## config.mk

```make
export PLATFORM = sky130hd
export DESIGN_NAME = bec_seq_ctrl
export DESIGN_NICKNAME = d
export VERILOG_FILES = /design/src/rtl/bec_pkg.sv /design/src/rtl/bec_wdog.sv /design/src/rtl/bec_seq_ctrl.sv
export SDC_FILE = /design/constraint.sdc
export NUM_CORES = 2
export LEC_CHECK = 0
export CORE_ASPECT_RATIO = 0.5
export CORE_UTILIZATION = 58
export CTS_BUF_LIST = sky130_fd_sc_hd__clkbuf_8
export DETAILED_ROUTE_END_ITERATION = 10
export GPL_ROUTABILITY_DRIVEN = 0
export PLACE_DENSITY = 0.83
export SLEW_MARGIN = 20
export SYNTH_ARGS = -nofsm -noshare
export SYNTH_HDL_FRONTEND = slang
export SYNTH_SLANG_ARGS = --single-unit
```

## constraint.sdc

```tcl
create_clock -name clk -period 3.6 [get_ports clk]
set_input_delay 1.08 -clock clk [delete_from_list [all_inputs] [get_ports clk]]
set_output_delay 1.08 -clock clk [all_outputs]
set_load 0.01 [all_outputs]
```

## src/rtl/bec_pkg.sv

```systemverilog
// bec_pkg: shared widths, engine load_status slots, becStatus bits and sequencer states
package bec_pkg;
   localparam int WIDTH = 163;
   localparam int KEY_BITS = 163;
   localparam int IDX_W = $clog2(KEY_BITS);
   localparam int CNT_W = $clog2(KEY_BITS + 1);
   localparam logic [2:0] LS_X = 3'b000;
   localparam logic [2:0] LS_Z = 3'b001;
   localparam logic [2:0] LS_X2 = 3'b010;
   localparam logic [2:0] LS_Z2 = 3'b011;
   localparam logic [2:0] LS_INVW0 = 3'b100;
   localparam logic [2:0] LS_D = 3'b101;
   localparam int BS_UPLOAD = 0;
   localparam int BS_PROC = 1;
   localparam int BS_DOWNLOAD = 2;
   localparam int BS_IDLE = 3;
   typedef enum logic [2:0] {S_IDLE, S_REQ, S_LOAD, S_KICK, S_RUN, S_UNLD_X, S_UNLD_Z} state_t;
endpackage

```

## src/rtl/bec_wdog.sv

```systemverilog
// bec_wdog: saturating no-progress counter; timeout holds while the count sits at all-ones
module bec_wdog #(
   parameter int W = 16
) (
   input  logic clk,
   input  logic rst_n,
   input  logic en,
   input  logic kick,
   output logic timeout
);
   logic [W-1:0] cnt;
   always_ff @(posedge clk or negedge rst_n)
      if (!rst_n) cnt <= '0;
      else cnt <= (!en || kick) ? '0 : cnt + W'(!timeout);
   assign timeout = &cnt;
endmodule

```

## src/rtl/bec_seq_ctrl.sv

```systemverilog
// bec_seq_ctrl: host sequencer running a full sm_bec_v3 transaction (request, download, run, upload)
module bec_seq_ctrl
   import bec_pkg::*;
#(
   parameter int WDOG_W = 16
) (
   input  logic             clk,
   input  logic             rst_n,
   input  logic             cfg_we,
   input  logic [2:0]       cfg_addr,
   input  logic [WIDTH-1:0] cfg_wdata,
   input  logic             start,
   output logic             busy,
   output logic             done,
   output logic             err,
   output logic [WIDTH-1:0] res_x,
   output logic [WIDTH-1:0] res_z,
   output logic             bec_load_data,
   output logic [2:0]       bec_load_status,
   output logic [WIDTH-1:0] bec_data_in,
   output logic             bec_trig_load,
   output logic             bec_ki,
   output logic             bec_enable,
   input  logic             bec_next_key,
   input  logic [3:0]       bec_status,
   input  logic             bec_done,
   input  logic [WIDTH-1:0] bec_data_out
);
   state_t st, nxt;
   logic [WIDTH-1:0] opr [6];
   logic [WIDTH-1:0] key;
   logic [2:0] slot;
   logic ph;
   logic [IDX_W-1:0] key_idx, idx_dec;
   logic [CNT_W-1:0] pcnt;
   logic to, wd_en, wd_kick, bad_cnt, unused_status;

   assign unused_status = ^{bec_status[BS_IDLE], bec_status[BS_PROC], bec_status[BS_UPLOAD]};
   assign idx_dec = (key_idx == '0) ? '0 : key_idx - 1'b1;
   assign bad_cnt = bec_done && pcnt != CNT_W'(KEY_BITS);
   assign wd_en = st inside {S_REQ, S_RUN, S_UNLD_X, S_UNLD_Z};
   assign wd_kick = (nxt != st) || bec_next_key || bec_done;

   bec_wdog #(.W(WDOG_W)) u_wdog (
      .clk(clk), .rst_n(rst_n), .en(wd_en), .kick(wd_kick), .timeout(to)
   );

   always_ff @(posedge clk or negedge rst_n)
      if (!rst_n) st <= S_IDLE;
      else st <= nxt;

   always_comb begin
      nxt = st;
      case (st)
         S_IDLE:   nxt = start ? S_REQ : S_IDLE;
         S_REQ:    nxt = to ? S_IDLE : bec_status[BS_DOWNLOAD] ? S_LOAD : S_REQ;
         S_LOAD:   nxt = (ph && slot == LS_D) ? S_KICK : S_LOAD;
         S_KICK:   nxt = S_RUN;
         S_RUN:    nxt = (to || bad_cnt) ? S_IDLE : bec_done ? S_UNLD_X : S_RUN;
         S_UNLD_X: nxt = to ? S_IDLE : S_UNLD_Z;
         default:  nxt = S_IDLE;
      endcase
   end

   always_comb begin
      busy = st != S_IDLE;
      bec_load_data = st == S_REQ;
      bec_trig_load = st == S_LOAD && !ph;
      bec_enable = st == S_KICK;
      bec_load_status = (st == S_LOAD) ? slot : (st == S_UNLD_Z) ? LS_Z : LS_X;
      bec_data_in = (st == S_LOAD) ? opr[slot] : '0;
   end

   // ki is registered so each new key bit is stable for the engine's next st0 cycle
   always_ff @(posedge clk or negedge rst_n)
      if (!rst_n) begin
         for (int i = 0; i < 6; i++) opr[i] <= '0;
         key <= '0;
         slot <= '0;
         ph <= 1'b0;
         key_idx <= IDX_W'(KEY_BITS - 1);
         pcnt <= '0;
         bec_ki <= 1'b0;
         done <= 1'b0;
         err <= 1'b0;
         res_x <= '0;
         res_z <= '0;
      end else begin
         if (st == S_IDLE && cfg_we && cfg_addr < 3'd6) opr[cfg_addr] <= cfg_wdata;
         if (st == S_IDLE && cfg_we && cfg_addr == 3'd6) key <= cfg_wdata;
         slot <= (st == S_LOAD) ? slot + {2'b0, ph} : '0;
         ph <= st == S_LOAD && !ph;
         done <= st == S_UNLD_Z;
         err <= (st == S_IDLE && start) ? 1'b0 : err || (wd_en && to) || (st == S_RUN && bad_cnt);
         if (st == S_UNLD_X) res_x <= bec_data_out;
         if (st == S_UNLD_Z) res_z <= bec_data_out;
         if (st == S_IDLE) begin
            key_idx <= IDX_W'(KEY_BITS - 1);
            pcnt <= '0;
            bec_ki <= start && key[KEY_BITS-1];
         end else if (nxt == S_IDLE) begin
            bec_ki <= 1'b0;
         end else if (st == S_RUN && bec_next_key) begin
            key_idx <= idx_dec;
            pcnt <= pcnt + CNT_W'(pcnt != '1);
            bec_ki <= key[idx_dec];
         end
      end
endmodule

```

==> flow_summary.rst <==
.. list-table::
   :header-rows: 1

   * - Metric
     - Value
   * - Outcome
     - finished with violations
   * - Violated checks
     - setup timing
   * - Clk_lat worst skew
     - 0.95 ns
   * - Adder-cell share of the synthesized area
     - 0.1519%
   * - All-layer global routing usage
     - 35.51%
   * - Total via count in the routed design
     - 44435
   * - Crit Reg-Reg Startpoint
     - key_idx[0]
   * - Xor and xnor fraction of the mapped netlist area
     - 0.3172%
   * - Via-per-instance ratio
     - 6.238
   * - Clock tree from TritonCTS
     - done
   * - Number of H-tree levels
     - 4
   * - Power per Cell Area
     - 830.6 nW/um2
   * - Footprint of the flip-flops and latches
     - 37780 um2
   * - Final nets
     - 5784
   * - Cell taking the most area after synthesis
     - sky130_fd_sc_hd__dfrtp_1
   * - Worst VDD drop
     - 0.4511 mV
   * - Number of antenna violations at the first check in global routing
     - 33
   * - Combinational family with the most area after synthesis
     - multiplexers
   * - Fmax
     - 0.2471 GHz
   * - Synthesized flop and latch total
     - 1509
   * - Synth warn
     - 0
   * - Final total power
     - 69.72 mW
   * - Biggest area contributors in the synthesized netlist
     - sky130_fd_sc_hd__dfrtp_1 57%, sky130_fd_sc_hd__mux2_2 28%, sky130_fd_sc_hd__mux4_2 5.7%
   * - Worst reg2reg path endpoint
     - bec_ki
   * - Worst slack on hold paths
     - 0.09216 ns
   * - Std-Cell Rows
     - 86
   * - Routed WL per cell
     - 29.16 um
   * - Static Leak
     - 36.59 nW
   * - Relative area change from synthesis to final layout
     - 27.42%
   * - TritonCTS Buffers
     - 204
   * - Length of the first detailed-routing pass in iterations
     - 8
   * - Mean Syn Cell Area
     - 15.05 um2
   * - Clock sink count
     - 1509
   * - Required time of the critical path
     - 2.52 ns
   * - Final count of negative-setup-slack endpoints
     - 163
   * - Non-Filler Cell Area, Final
     - 83940 um2
   * - Quantity of I/O buffers inserted on ports
     - 834
   * - First DRT Iteration DRCs
     - 3695
   * - Share of the core filled with cells
     - 75.37%
   * - Combined area of the multi-input logic cells
     - 27730 um2
   * - Boundary Pins
     - 838
   * - Share of synthesized area occupied by flip-flops and latches
     - 57.33%
   * - Longest Clk Path Bufs
     - 3
   * - Total length of routed wires
     - 207700 um
   * - Cell Count, Final, Fillers Out
     - 7123
   * - Sort of element at the end of the critical path
     - primary output
   * - Overall die area
     - 115000 um2
   * - Placed cell count
     - 6581
   * - Post-synth design cell area
     - 65870 um2
   * - Layout cell share with drive strength beyond 1
     - 50.46%
   * - Kind of critical path
     - reg2out
   * - Net count after synthesis
     - 4723
   * - Multiplexer area fraction after synthesis
     - 34.21%
   * - Endpoints failing hold
     - 0
   * - Global route total overflow
     - 0
   * - Relative slew margins
     - 44.90%
   * - Min cycle time layout
     - 4.047 ns
   * - Register-to-Register Path Depth
     - 10
   * - Dominant synthesized flop cell
     - sky130_fd_sc_hd__dfrtp_1
   * - First-pass GRT wire length
     - 301100 um
   * - Height of the die
     - 240.3 um
   * - Mapped Cells
     - 4376
   * - Cell with the most instances after synthesis
     - sky130_fd_sc_hd__mux2_2
   * - Fin Clk Skew
     - 0.02700 ns
   * - Placed Area
     - 77270 um2
   * - Core ar.
     - 111400 um2
   * - Total of hold buffers inserted after clock tree synthesis
     - 0
   * - Via count of the first global-routing pass
     - 46093
   * - Detailed placement HPWL
     - 134800 um
   * - Portion of synthesized cell area occupied by the leading cell type
     - 57.21%
   * - Clock transition at the registers of the reported paths
     - 0.07 ns
   * - Total DRC errors in the routed layout
     - 0
   * - Library cells used by synthesis
     - 73
   * - Path type of the worst min-delay path
     - in2async
   * - Transition at the pin with the smallest max-transition slack
     - 0.8265 ns
   * - Max Cap Violations
     - 0
   * - Crit path launch type
     - flop
   * - Top post-synthesis cells by count
     - 1644 x sky130_fd_sc_hd__mux2_2, 1506 x sky130_fd_sc_hd__dfrtp_1, 234 x sky130_fd_sc_hd__nor2_1
   * - Post-synth EDFFs
     - 0
   * - Minimum setup slack in the final design
     - -0.4465 ns
   * - Slew Viols, Final
     - 0
   * - Final worst path period share
     - 112.4%
   * - Root Driver
     - sky130_fd_sc_hd__clkbuf_8
   * - Endpoint arrival time on the critical path
     - 2.97 ns
   * - Final ANT Viol Nets
     - 0
   * - Reg2Reg Setup Slack
     - 0.09 ns
   * - Largest driver fanout on the critical path
     - 6
   * - Placement Setup Slack
     - 0.08910 ns
   * - Share of flip-flops with an asynchronous set or reset
     - 100.0%
   * - Initial Util
     - 59.15%
   * - Basic-gate share of the synthesized area counting and, or, nand and nor cells
     - 2.513%
   * - Horizontal die dimension
     - 478.6 um
   * - Unrepaired setup endpoints after global routing
     - yes
   * - Share of the synthesized area in compound gates (AO/OA/AOI/OAI)
     - 3.447%
   * - Largest net degree at the start of global routing
     - 142
   * - Setup TNS after final layout
     - -51.19 ns
   * - Number of fill cells in the layout
     - 6527
state kept, by name (all words and copies together) (netlist names):
| signal | count |
|---|---|
| done | 1 |
| key | 163 |
| slot | 3 |
| res_z | 163 |
| err | 1 |
| pcnt | 8 |
| st | 3 |
| u_wdog.cnt | 16 |
| opr | 978 |
| bec_ki | 1 |
| ph | 1 |
| key_idx | 8 |
| res_x | 163 |
logic make-up (layout without fill, tap and decap cells):
| family | Yosys count | count (layout) |
|---|---|---|
| AOI/OAI and AO/OA | 311 | 311 |
| DFF | 1509 | 1509 |
| buffers and inverters | 320 | 1540 |
| muxes | 1837 | 1837 |
| other | 0 | 31 |
| xor gates and xnor gates | 23 | 23 |
| adders and majority gates | 8 | 8 |
| and+or+nand+nor | 368 | 368 |
how the worst max path moves through the flow:
stage	start	end
4_1_cts	slot[0]	bec_data_in[63]
5_1_grt	slot[0]	bec_data_in[92]
3_3_place_gp	slot[0]	bec_data_in[63]
2_1_floorplan	slot[0]	bec_data_in[112]
3_5_place_dp	slot[0]	bec_data_in[63]
6_report	slot[0]	bec_data_in[12]
timing repair:
item	4_1_cts	5_1_grt
pin swaps	129	93
gates cloned	28	5
setup buffers	83	48
setup endpoints to repair	168	170
resized for setup	914	98
routing by layer:
| layer | wire length (um) | up-vias | share of wire, % | GRT usage [%] |
|---|---|---|---|---|
| met5 | 69 | - | 0.033 | 0 |
| met4 | 9901 | 12 | 4.8 | 17.77 |
| met3 | 15010 | 498 | 7.2 | 7.992 |
| met2 | 104000 | 1942 | 50 | 58.63 |
| met1 | 78690 | 23705 | 38 | 44.51 |
| li1 | - | 18278 | - | - |
where the power goes:
group	internal, mW	switching (mW)
Sequential	25.1	4.50
Clock	7.08	6.72
Combinational	15.4	11.0
final cells by class:
class | count | share of cell area (%)
well taps | 1496 | 2.230
clock inverters | 97 | 0.7051
multi-input cells | 2547 | 33.04
flip-flops and latches | 1509 | 45.01
diodes | 31 | 0.09242
inverters | 17 | 0.08348
repair buffers | 1158 | 14.45
clock buffers | 268 | 4.394
worst max-delay path: stages, from the launching register on:
cell	delay (ns)
sky130_fd_sc_hd__dfrtp_4	0.53
sky130_fd_sc_hd__buf_12	0.17
sky130_fd_sc_hd__buf_4	0.14
sky130_fd_sc_hd__buf_12	0.14
sky130_fd_sc_hd__buf_6	0.11
sky130_fd_sc_hd__mux4_2	0.43
sky130_fd_sc_hd__a22oi_2	0.29
sky130_fd_sc_hd__nor2_1	0.08
sky130_fd_sc_hd__buf_2	0.15
cells in the final DEF, fill, tap and decap left out, drive strengths merged, types with 10 or more instances in the layout:
| master | instances |
|---|---|
| clkinv | 35 |
| diode | 31 |
| xor2 | 14 |
| mux2i | 26 |
| inv | 70 |
| nor3 | 13 |
| buf | 477 |
| a22oi | 166 |
| mux4 | 167 |
| nand3 | 21 |
| mux2 | 1644 |
| nand4 | 14 |
| clkbuf | 278 |
| a211oi | 12 |
| o21ai | 30 |
| a21oi | 28 |
| dfrtp | 1506 |
| clkdlybuf4s50 | 665 |
| nand2 | 34 |
| and2 | 10 |
| nor2 | 235 |
| a31oi | 14 |
(Power assumes the default switching activity.)
